<file path="src/rtl/pal_pkg.sv">
// Shared definitions for the PAL configuration loader: FSM states, default
// chain length and the bytes-per-load calculation.
package pal_pkg;

    typedef enum logic [2:0] {
        S_IDLE,
        S_LOAD,
        S_SHIFT,
        S_CHECK,
        S_DONE,
        S_ERROR
    } pal_state_e;

    localparam int PAL_CHAIN_LEN = 160;

    function automatic int pal_nbytes(input int chain_len);
        return (chain_len + 7) / 8;
    endfunction

    localparam int PAL_NBYTES = pal_nbytes(PAL_CHAIN_LEN);

endpackage

</file>
<file path="src/rtl/pal_cfg_shreg.sv">
// Byte-wide load/shift register feeding the fuse chain MSB first, with a
// count of bits already shifted out of the current byte.
module pal_cfg_shreg (
    input  logic       clk,
    input  logic       rst,
    input  logic       load_i,
    input  logic       shift_i,
    input  logic [7:0] data_i,
    output logic       bit_o,
    output logic [2:0] cnt_o
);

    logic [7:0] sr_q;
    logic [2:0] cnt_q;

    always_ff @(posedge clk) begin
        if (load_i) begin
            sr_q <= data_i;
        end else if (shift_i) begin
            sr_q <= {sr_q[6:0], 1'b0};
        end
    end

    always_ff @(posedge clk) begin
        if (rst) begin
            cnt_q <= 3'd0;
        end else if (load_i) begin
            cnt_q <= 3'd0;
        end else if (shift_i) begin
            cnt_q <= cnt_q + 3'd1;
        end
    end

    assign bit_o = sr_q[7];
    assign cnt_o = cnt_q;

endmodule

</file>
<file path="src/rtl/pal_cfg_loader.sv">
// PAL fuse-chain configuration loader: accepts host bytes, shifts them into
// the fuse chain MSB first and validates a trailing XOR checksum byte.
module pal_cfg_loader
    import pal_pkg::*;
#(
    parameter int CHAIN_LEN = PAL_CHAIN_LEN
) (
    input  logic       clk,
    input  logic       rst,
    input  logic       cfg_start,
    input  logic       cfg_abort,
    input  logic       byte_valid,
    input  logic [7:0] byte_data,
    output logic       byte_ready,
    output logic       chain_en,
    output logic       chain_bit,
    output logic       pal_en,
    output logic       busy,
    output logic       done,
    output logic       err
);

    localparam int NBYTES = pal_nbytes(CHAIN_LEN);
    localparam int CW     = $clog2(NBYTES * 8 + 1);
    localparam logic [CW-1:0] LAST = CW'(CHAIN_LEN - 1);

    pal_state_e    state_q, state_d;
    logic [CW-1:0] tot_q;
    logic [7:0]    csum_q;
    logic          xfer, start_ok, last_bit, byte_end;
    logic          sr_bit;
    logic [2:0]    sr_cnt;

    assign xfer     = byte_valid & byte_ready;
    assign start_ok = cfg_start & ~busy & ~cfg_abort;
    assign last_bit = (tot_q == LAST);
    // A byte ends after 8 bits, or early when the chain is full (partial tail byte).
    assign byte_end = (sr_cnt == 3'd7) || last_bit;

    always_ff @(posedge clk) begin
        if (rst) begin
            state_q <= S_IDLE;
        end else begin
            state_q <= state_d;
        end
    end

    always_comb begin
        state_d = state_q;
        case (state_q)
            S_IDLE, S_DONE, S_ERROR: if (cfg_start) state_d = S_LOAD;
            S_LOAD:  if (xfer) state_d = S_SHIFT;
            S_SHIFT: if (byte_end) state_d = last_bit ? S_CHECK : S_LOAD;
            S_CHECK: if (xfer) state_d = (byte_data == csum_q) ? S_DONE : S_ERROR;
            default: state_d = S_IDLE;
        endcase
        if (cfg_abort) begin
            state_d = S_IDLE;
        end
    end

    always_comb begin
        byte_ready = (state_q == S_LOAD) || (state_q == S_CHECK);
        chain_en   = (state_q == S_SHIFT);
        chain_bit  = chain_en & sr_bit;
        busy       = (state_q == S_LOAD) || (state_q == S_SHIFT) || (state_q == S_CHECK);
        done       = (state_q == S_DONE);
        pal_en     = (state_q == S_DONE);
        err        = (state_q == S_ERROR);
    end

    // Low bits of a partial tail byte are never shifted but still enter the checksum.
    always_ff @(posedge clk) begin
        if (rst || cfg_abort || start_ok) begin
            tot_q  <= '0;
            csum_q <= 8'd0;
        end else begin
            if (state_q == S_LOAD && xfer) begin
                csum_q <= csum_q ^ byte_data;
            end
            if (chain_en) begin
                tot_q <= tot_q + 1'b1;
            end
        end
    end

    pal_cfg_shreg u_shreg (
        .clk     (clk),
        .rst     (rst),
        .load_i  ((state_q == S_LOAD) & xfer & ~cfg_abort),
        .shift_i (chain_en),
        .data_i  (byte_data),
        .bit_o   (sr_bit),
        .cnt_o   (sr_cnt)
    );

endmodule

</file>
<file path="config.mk">
export PLATFORM = sky130hd
export DESIGN_NAME = pal_cfg_loader
export DESIGN_NICKNAME = d
export VERILOG_FILES = /design/src/rtl/pal_pkg.sv /design/src/rtl/pal_cfg_shreg.sv /design/src/rtl/pal_cfg_loader.sv
export SDC_FILE = /design/constraint.sdc
export NUM_CORES = 1
export LEC_CHECK = 0
export CORE_ASPECT_RATIO = 1.4
export CORE_MARGIN = 4
export CORE_UTILIZATION = 55
export DETAILED_ROUTE_END_ITERATION = 8
export GPL_ROUTABILITY_DRIVEN = 0
export GPL_TIMING_DRIVEN = 0
export PLACE_DENSITY_LB_ADDON = 0.05
export SYNTH_ARGS = -nofsm -noshare
export SYNTH_HDL_FRONTEND = slang
export SYNTH_SLANG_ARGS = --single-unit
</file>
<file path="constraint.sdc">
create_clock -name clk -period 3.25 [get_ports clk]
set_clock_uncertainty 0.2 [all_clocks]
set_input_delay 0.65 -clock clk [delete_from_list [all_inputs] [get_ports clk]]
set_output_delay 0.65 -clock clk [all_outputs]
set_load 0.05 [all_outputs]
</file>
# After elaboration in Yosys (flattened, before gate mapping)

Cells that the tools add are included.

Register bits after elaboration: 30
Bits of input ports: 13
Output and inout bits: 7

Add/subtract/negate cells: 2
Equality and inequality tests: 12
Multiplexer cells: 9
Bitwise gates (word level): 9
Reductions and logical operators: 13

Operators by type and width:

| kind                                                   | number |
|---|---|
| 2-to-1 mux 8 bit                                       | 2 |
| 2-to-1 mux 3 bit                                       | 4 |
| one-hot mux 3 bit (4 select lines)                     | 1 |
| equality test 3 bit (second input constant)            | 3 |
| adder 8 x 1 -> 8 bit (second input constant)           | 1 |
| equality test 8 bit                                    | 1 |
| equality test 8 bit (second input constant)            | 1 |
| XOR 8 bit                                              | 1 |
| AND 1 bit                                              | 6 |
| equality test 3 x 2 -> 1 bit (second input constant)   | 2 |
| logical OR 1 bit                                       | 6 |
| inequality test 2 bit (second input constant)          | 3 |
| AND reduction 4 bit                                    | 1 |
| OR reduction 2 bit                                     | 2 |
| adder 3 x 1 -> 3 bit (second input constant)           | 1 |
| equality test 3 x 1 -> 1 bit (second input constant)   | 1 |
| logical NOT 3 bit                                      | 1 |
| OR reduction 3 bit                                     | 1 |
| 2-to-1 mux 2 bit                                       | 1 |
| inequality test 2 x 1 -> 1 bit (second input constant) | 1 |
| NOT 1 bit                                              | 2 |
| nonzero test 2 bit                                     | 1 |
| logical AND 1 bit                                      | 1 |
| 2-to-1 mux 1 bit                                       | 1 |

# Logic depth before layout (Yosys ltp)

Depth after elaboration: 7
Gate-level depth with buffers: 8
Gate-level depth less buffers: 5

# By module

A second synthesis with hierarchy kept.

Cells, all modules: 148
Area, all modules: 1486.4 µm²

Modules (own cells, without submodules):

| module         | times used | cells an instance | area an instance (µm²) | sequential area each (µm²) |
|---|---|---|---|---|
| pal_cfg_loader | 1          | 118               | 1008.5                 | 380.4 |
| pal_cfg_shreg  | 1          | 30                | 478.0                  | 300.3 |

# Worst setup path after synthesis

No wires, ideal clock.

Path type: register to output
Start point: register state_q[1]
End point: output port chain_bit
Arrival time: 1.611 ns
Data required time: 2.400 ns
Path slack: 0.789 ns
Stages on the path, launching flop included: 7
Path through: dfxtp_1 buf_6 or3b_1 buf_6 inv_2 buf_6 and2_1

Cells in the longest elaborated chain, start to end: 2

RTL lines:

| what                         | line                 | text |
|---|---|---|
| from (decl)                  | pal_cfg_loader.sv:27 | `pal_state_e state_q, state_d;` |
| from (signal assigned)       | pal_cfg_loader.sv:44 | `state_q <= state_d;` |
| equality test 3 x 2 -> 1 bit | pal_cfg_loader.sv:64 | `chain_en = (state_q == S_SHIFT);` |
| via chain_en                 | pal_cfg_loader.sv:15 | `output logic chain_en,` |
| AND 1 bit                    | pal_cfg_loader.sv:65 | `chain_bit = chain_en & sr_bit;` |
| to (decl)                    | pal_cfg_loader.sv:16 | `output logic chain_bit,` |

The timed path passes the listed nets, and every way through them passes these cells.

# Worst setup path in the final report

Start point: register state_q[1]
End point: output port chain_bit

Cells in the longest elaborated chain, start to end: 2

RTL lines:

| what                         | line |
|---|---|
| equality test 3 x 2 -> 1 bit | pal_cfg_loader.sv:64 |
| AND 1 bit                    | pal_cfg_loader.sv:65 |

No other way between the ends.

==> flow_summary.ini <==
[synthesis]
synth_seq_cells = 30
avgSynthCellArea_um2 = 9.99
synth-warning-count = 0
number_of_unique_standard_cell_types_used_by_synthesis = 35
postSynthNetCount = 164
netlist_area_um2 = 1480
synthCells = 148
synth_seq_area_share_pct = 46.0

[floorplanning]
fp-row-count = 22
core_region_area_um2 = 2590
fp.dieW_um = 51.8
die-area_um2 = 3590
starting_density_of_the_core_pct = 57.2
chipHeight_um = 69.4
ios = 20

[worst_hold_path]
hp-class = flip-flop to flip-flop
min-delay-start = tot_q[1]

[final_layout]
fraction_of_layout_instances_using_a_drive_strength_above_1_pct = 14.9
area_delta_synth_final_pct = 19.5
number_of_nets_in_the_layout = 190
finish.utilization_pct = 68.3
antenna-diode-count = 0

[power]
power_density_nw_per_um2 = 370
power.static_leakage_nw = 0.633
ir_worst_vdd_uv = 328

[timing]
timing.slew.headroom_pct = 66.6
number_of_pins_exceeding_their_max_slew_limit_in_the_final_report = 0
number_of_failing_hold_endpoints_at_the_final_stage = 0
fin_tns_setup_ps = 0
fin_crit_ps = 3020
maxClockFrequency_ghz = 0.331
grt_setup_unrepaired = false
layout_worst_path_cycle_share_pct = 93.0
setup_viol = 0
final_worst_hold_slack_ps = 312
worst_slew_pin_slew_ps = 499

[cts]
cts_made_buffers = 5
cts-root-buf = sky130_fd_sc_hd__clkbuf_4
cts.path.max_buffers = 2
clk_pin_slew_worst_paths_ps = 90
clock_sink_count = 30
cts_tree = yes
clkLatencyLatePin_ps = 330
cts.htree.levels = 2
postCtsSetupBuffers = 0

[setup_path]
startpoint_kind_of_the_worst_setup_timing_path = flip-flop
number_of_cells_on_the_worst_reg_to_reg_path = 6
ff_to_ff_start = state_q[1]
worstPathCellList = buf_6 > or3b_1 > buf_6 > inv_2 > buf_6 > and2_1 > dlygate4sd2_1
crit_path_max_fanout = 10
reg2reg_to = u_shreg.sr_q[2]
slowest_stage = sky130_fd_sc_hd__dlygate4sd2_1
crit_buf_inv = 5
critPathRequiredTime_ps = 2400
crit_family = buffers and inverters
worst_setup_path_startpoint = state_q[1]
worstSetupEndpoint = chain_bit
slack_of_the_worst_reg_to_reg_path_ps = 1150
worstSetupPathType = flip-flop to output pin
worstSetupEndpointType = output pin
cpPeakStageDelay_ps = 520
critPathArrivalTime_ps = 2170
critPathMostFrequentCell = sky130_fd_sc_hd__buf_6
critical_path_cell_count = 7

[drt]
drt_iter0_markers = 21
remaining_drc_errors = 0
viasPerCell = 5.12
post_drt_wl_per_cell_um = 12.8
num_vias = 1080
detailedRoute.firstPassIterationCount = 4
routed_wl_mm = 2.71
ant_nets = 0

[grt]
grt_start_max_net_pins = 11
wire_length_of_the_first_global_routing_pass_mm = 4.82
vias_in_the_first_global_route = 1129
number_of_antenna_violations_at_the_first_check_in_global_routing = 0
grt-ovfl-total = 0
grtUsageTotal_pct = 17.7

[place]
dp_hpwl_mm = 2.11
port_buffers = 19

[job]
drv.max_cap_violation_count = 0

[outcome]
run_status = finished clean
[timing repair]
action                                  CTS  global route
pin swaps                                 0             0
hold buffers                              0             0
endpoints found under the setup margin    1             1
cloned                                    0             0
gates resized for setup                   1             1
[synthesized netlist by cell type]
library cell / n / area (um^2)
sky130_fd_sc_hd__nor2b_2: 1 / 8.76
sky130_fd_sc_hd__o32ai_1: 1 / 8.76
sky130_fd_sc_hd__and2_1: 2 / 12.5
sky130_fd_sc_hd__a21oi_1: 1 / 5.00
sky130_fd_sc_hd__nor2b_1: 3 / 18.8
sky130_fd_sc_hd__buf_4: 1 / 7.51
sky130_fd_sc_hd__nor3_1: 7 / 35.0
sky130_fd_sc_hd__inv_2: 1 / 3.75
sky130_fd_sc_hd__mux2_2: 7 / 78.8
sky130_fd_sc_hd__nand2b_1: 1 / 6.26
sky130_fd_sc_hd__o2111ai_1: 1 / 8.76
sky130_fd_sc_hd__nor2_1: 21 / 78.8
sky130_fd_sc_hd__a21boi_0: 1 / 7.51
sky130_fd_sc_hd__o21ai_0: 2 / 10.0
sky130_fd_sc_hd__xnor2_1: 13 / 114
sky130_fd_sc_hd__or2_2: 1 / 6.26
sky130_fd_sc_hd__nor2_2: 1 / 6.26
sky130_fd_sc_hd__inv_1: 1 / 3.75
sky130_fd_sc_hd__dfxtp_1: 22 / 440
sky130_fd_sc_hd__and4bb_2: 1 / 12.5
sky130_fd_sc_hd__nand4_1: 3 / 18.8
sky130_fd_sc_hd__ha_1: 3 / 37.5
sky130_fd_sc_hd__buf_2: 1 / 5.00
sky130_fd_sc_hd__buf_6: 4 / 45.0
sky130_fd_sc_hd__or3b_1: 1 / 8.76
sky130_fd_sc_hd__clkbuf_1: 1 / 3.75
sky130_fd_sc_hd__mux2i_1: 2 / 20.0
sky130_fd_sc_hd__a31oi_1: 1 / 6.26
sky130_fd_sc_hd__nor4_4: 1 / 21.3
sky130_fd_sc_hd__xor2_1: 12 / 105
sky130_fd_sc_hd__edfxtp_1: 8 / 240
sky130_fd_sc_hd__nand2_1: 17 / 63.8
sky130_fd_sc_hd__nor4_1: 2 / 12.5
sky130_fd_sc_hd__nand3_1: 2 / 10.0
sky130_fd_sc_hd__a211oi_1: 1 / 7.51
[worst min path at each step]
| stage | to | slack [ps] | depth (start not counted) |
|---|---|---|---|
| global route | tot_q[1] | 350 | 2 |
| detailed placement | tot_q[1] | 300 | 2 |
| global placement | tot_q[1] | 280 | 2 |
| finish | tot_q[1] | 310 | 2 |
| floorplan | tot_q[1] | 270 | 2 |
| CTS | tot_q[1] | 310 | 2 |
[report_power, final]
group | total, mW | internal [mW] | switching [mW]
Sequential | 0.388 | 0.386 | 0.00226
Clock | 0.206 | 0.0822 | 0.124
Combinational | 0.0597 | 0.0294 | 0.0303
[stage by stage]
stage	instances	worst slack [ps]	total power [mW]	instance area, um^2
floorplan	148	789	0.427	1480
global placement	203	328	0.455	1710
detailed placement	203	298	0.457	1710
CTS	211	56.9	0.661	1760
global route	211	102	0.683	1770
finish	211	228	0.654	1770
[worst min-delay path, delay by kind of cell, from the launching register on]
family           cells  cell delay, ps
AO/OA/AOI/OAI        1              60
flip-flops           1             350
AND/OR/NAND/NOR      1              60
[final cells by class]
cell class / count / area (um^2)
Fill cell: 223 / 821
Multi-Input combinational cell: 109 / 729
Sequential cell: 30 / 681
Timing Repair Buffer: 19 / 191
Buffer: 7 / 61.3
Tap cell: 36 / 45.0
Clock buffer: 6 / 41.3
Clock inverter: 2 / 10.0
Inverter: 2 / 7.51
[state kept, by name (all words and copies together), names as in the netlist]
| register | flops |
|---|---|
| tot_q | 8 |
| u_shreg.cnt_o | 3 |
| u_shreg.sr_q | 8 |
| csum_q | 8 |
| state_q | 3 |
[cells by family (layout without fill, tap and decap cells)]
| group | after synthesis | in the layout | share of synthesized area (%) |
|---|---|---|---|
| AOI/OAI and AO/OA | 8 | 8 | 3.64 |
| xor gates and xnor gates | 25 | 25 | 14.8 |
| adders and majority gates | 3 | 3 | 2.54 |
| buffers and inverters | 9 | 36 | 4.65 |
| DFF | 30 | 30 | 46.0 |
| muxes | 9 | 9 | 6.68 |
| and+or+nand+nor | 64 | 64 | 21.7 |
[metal layers]
metal | global-route usage [%] | up-vias | wire (um) | share of wire (%)
met5 | 0 | - | 0 | 0
met4 | 6.12 | 0 | 40 | 1.5
met3 | 5.81 | 6 | 94 | 3.5
met2 | 31.9 | 15 | 1540 | 57
met1 | 18.1 | 506 | 1030 | 38
li1 | - | 553 | - | -
[cells in the final DEF (no fill, tap or decap), types with 2 or more instances in the layout]
cell	Yosys	layout
sky130_fd_sc_hd__o21ai_0	2	2
sky130_fd_sc_hd__nor4_1	2	2
sky130_fd_sc_hd__clkbuf_4	0	5
sky130_fd_sc_hd__nand4_1	3	3
sky130_fd_sc_hd__nand2_1	17	17
sky130_fd_sc_hd__nand3_1	2	2
sky130_fd_sc_hd__nor2b_1	3	3
sky130_fd_sc_hd__nor2_1	21	21
sky130_fd_sc_hd__clkinv_2	0	2
sky130_fd_sc_hd__ha_1	3	3
sky130_fd_sc_hd__mux2i_1	2	2
sky130_fd_sc_hd__edfxtp_1	8	8
sky130_fd_sc_hd__clkbuf_1	1	2
sky130_fd_sc_hd__dfxtp_1	22	22
sky130_fd_sc_hd__xor2_1	12	12
sky130_fd_sc_hd__mux2_2	7	7
sky130_fd_sc_hd__clkdlybuf4s50_1	0	17
sky130_fd_sc_hd__buf_6	4	4
sky130_fd_sc_hd__and2_1	2	2
sky130_fd_sc_hd__nor3_1	7	7
sky130_fd_sc_hd__xnor2_1	13	13
Power figures use the tool's default switching activity.
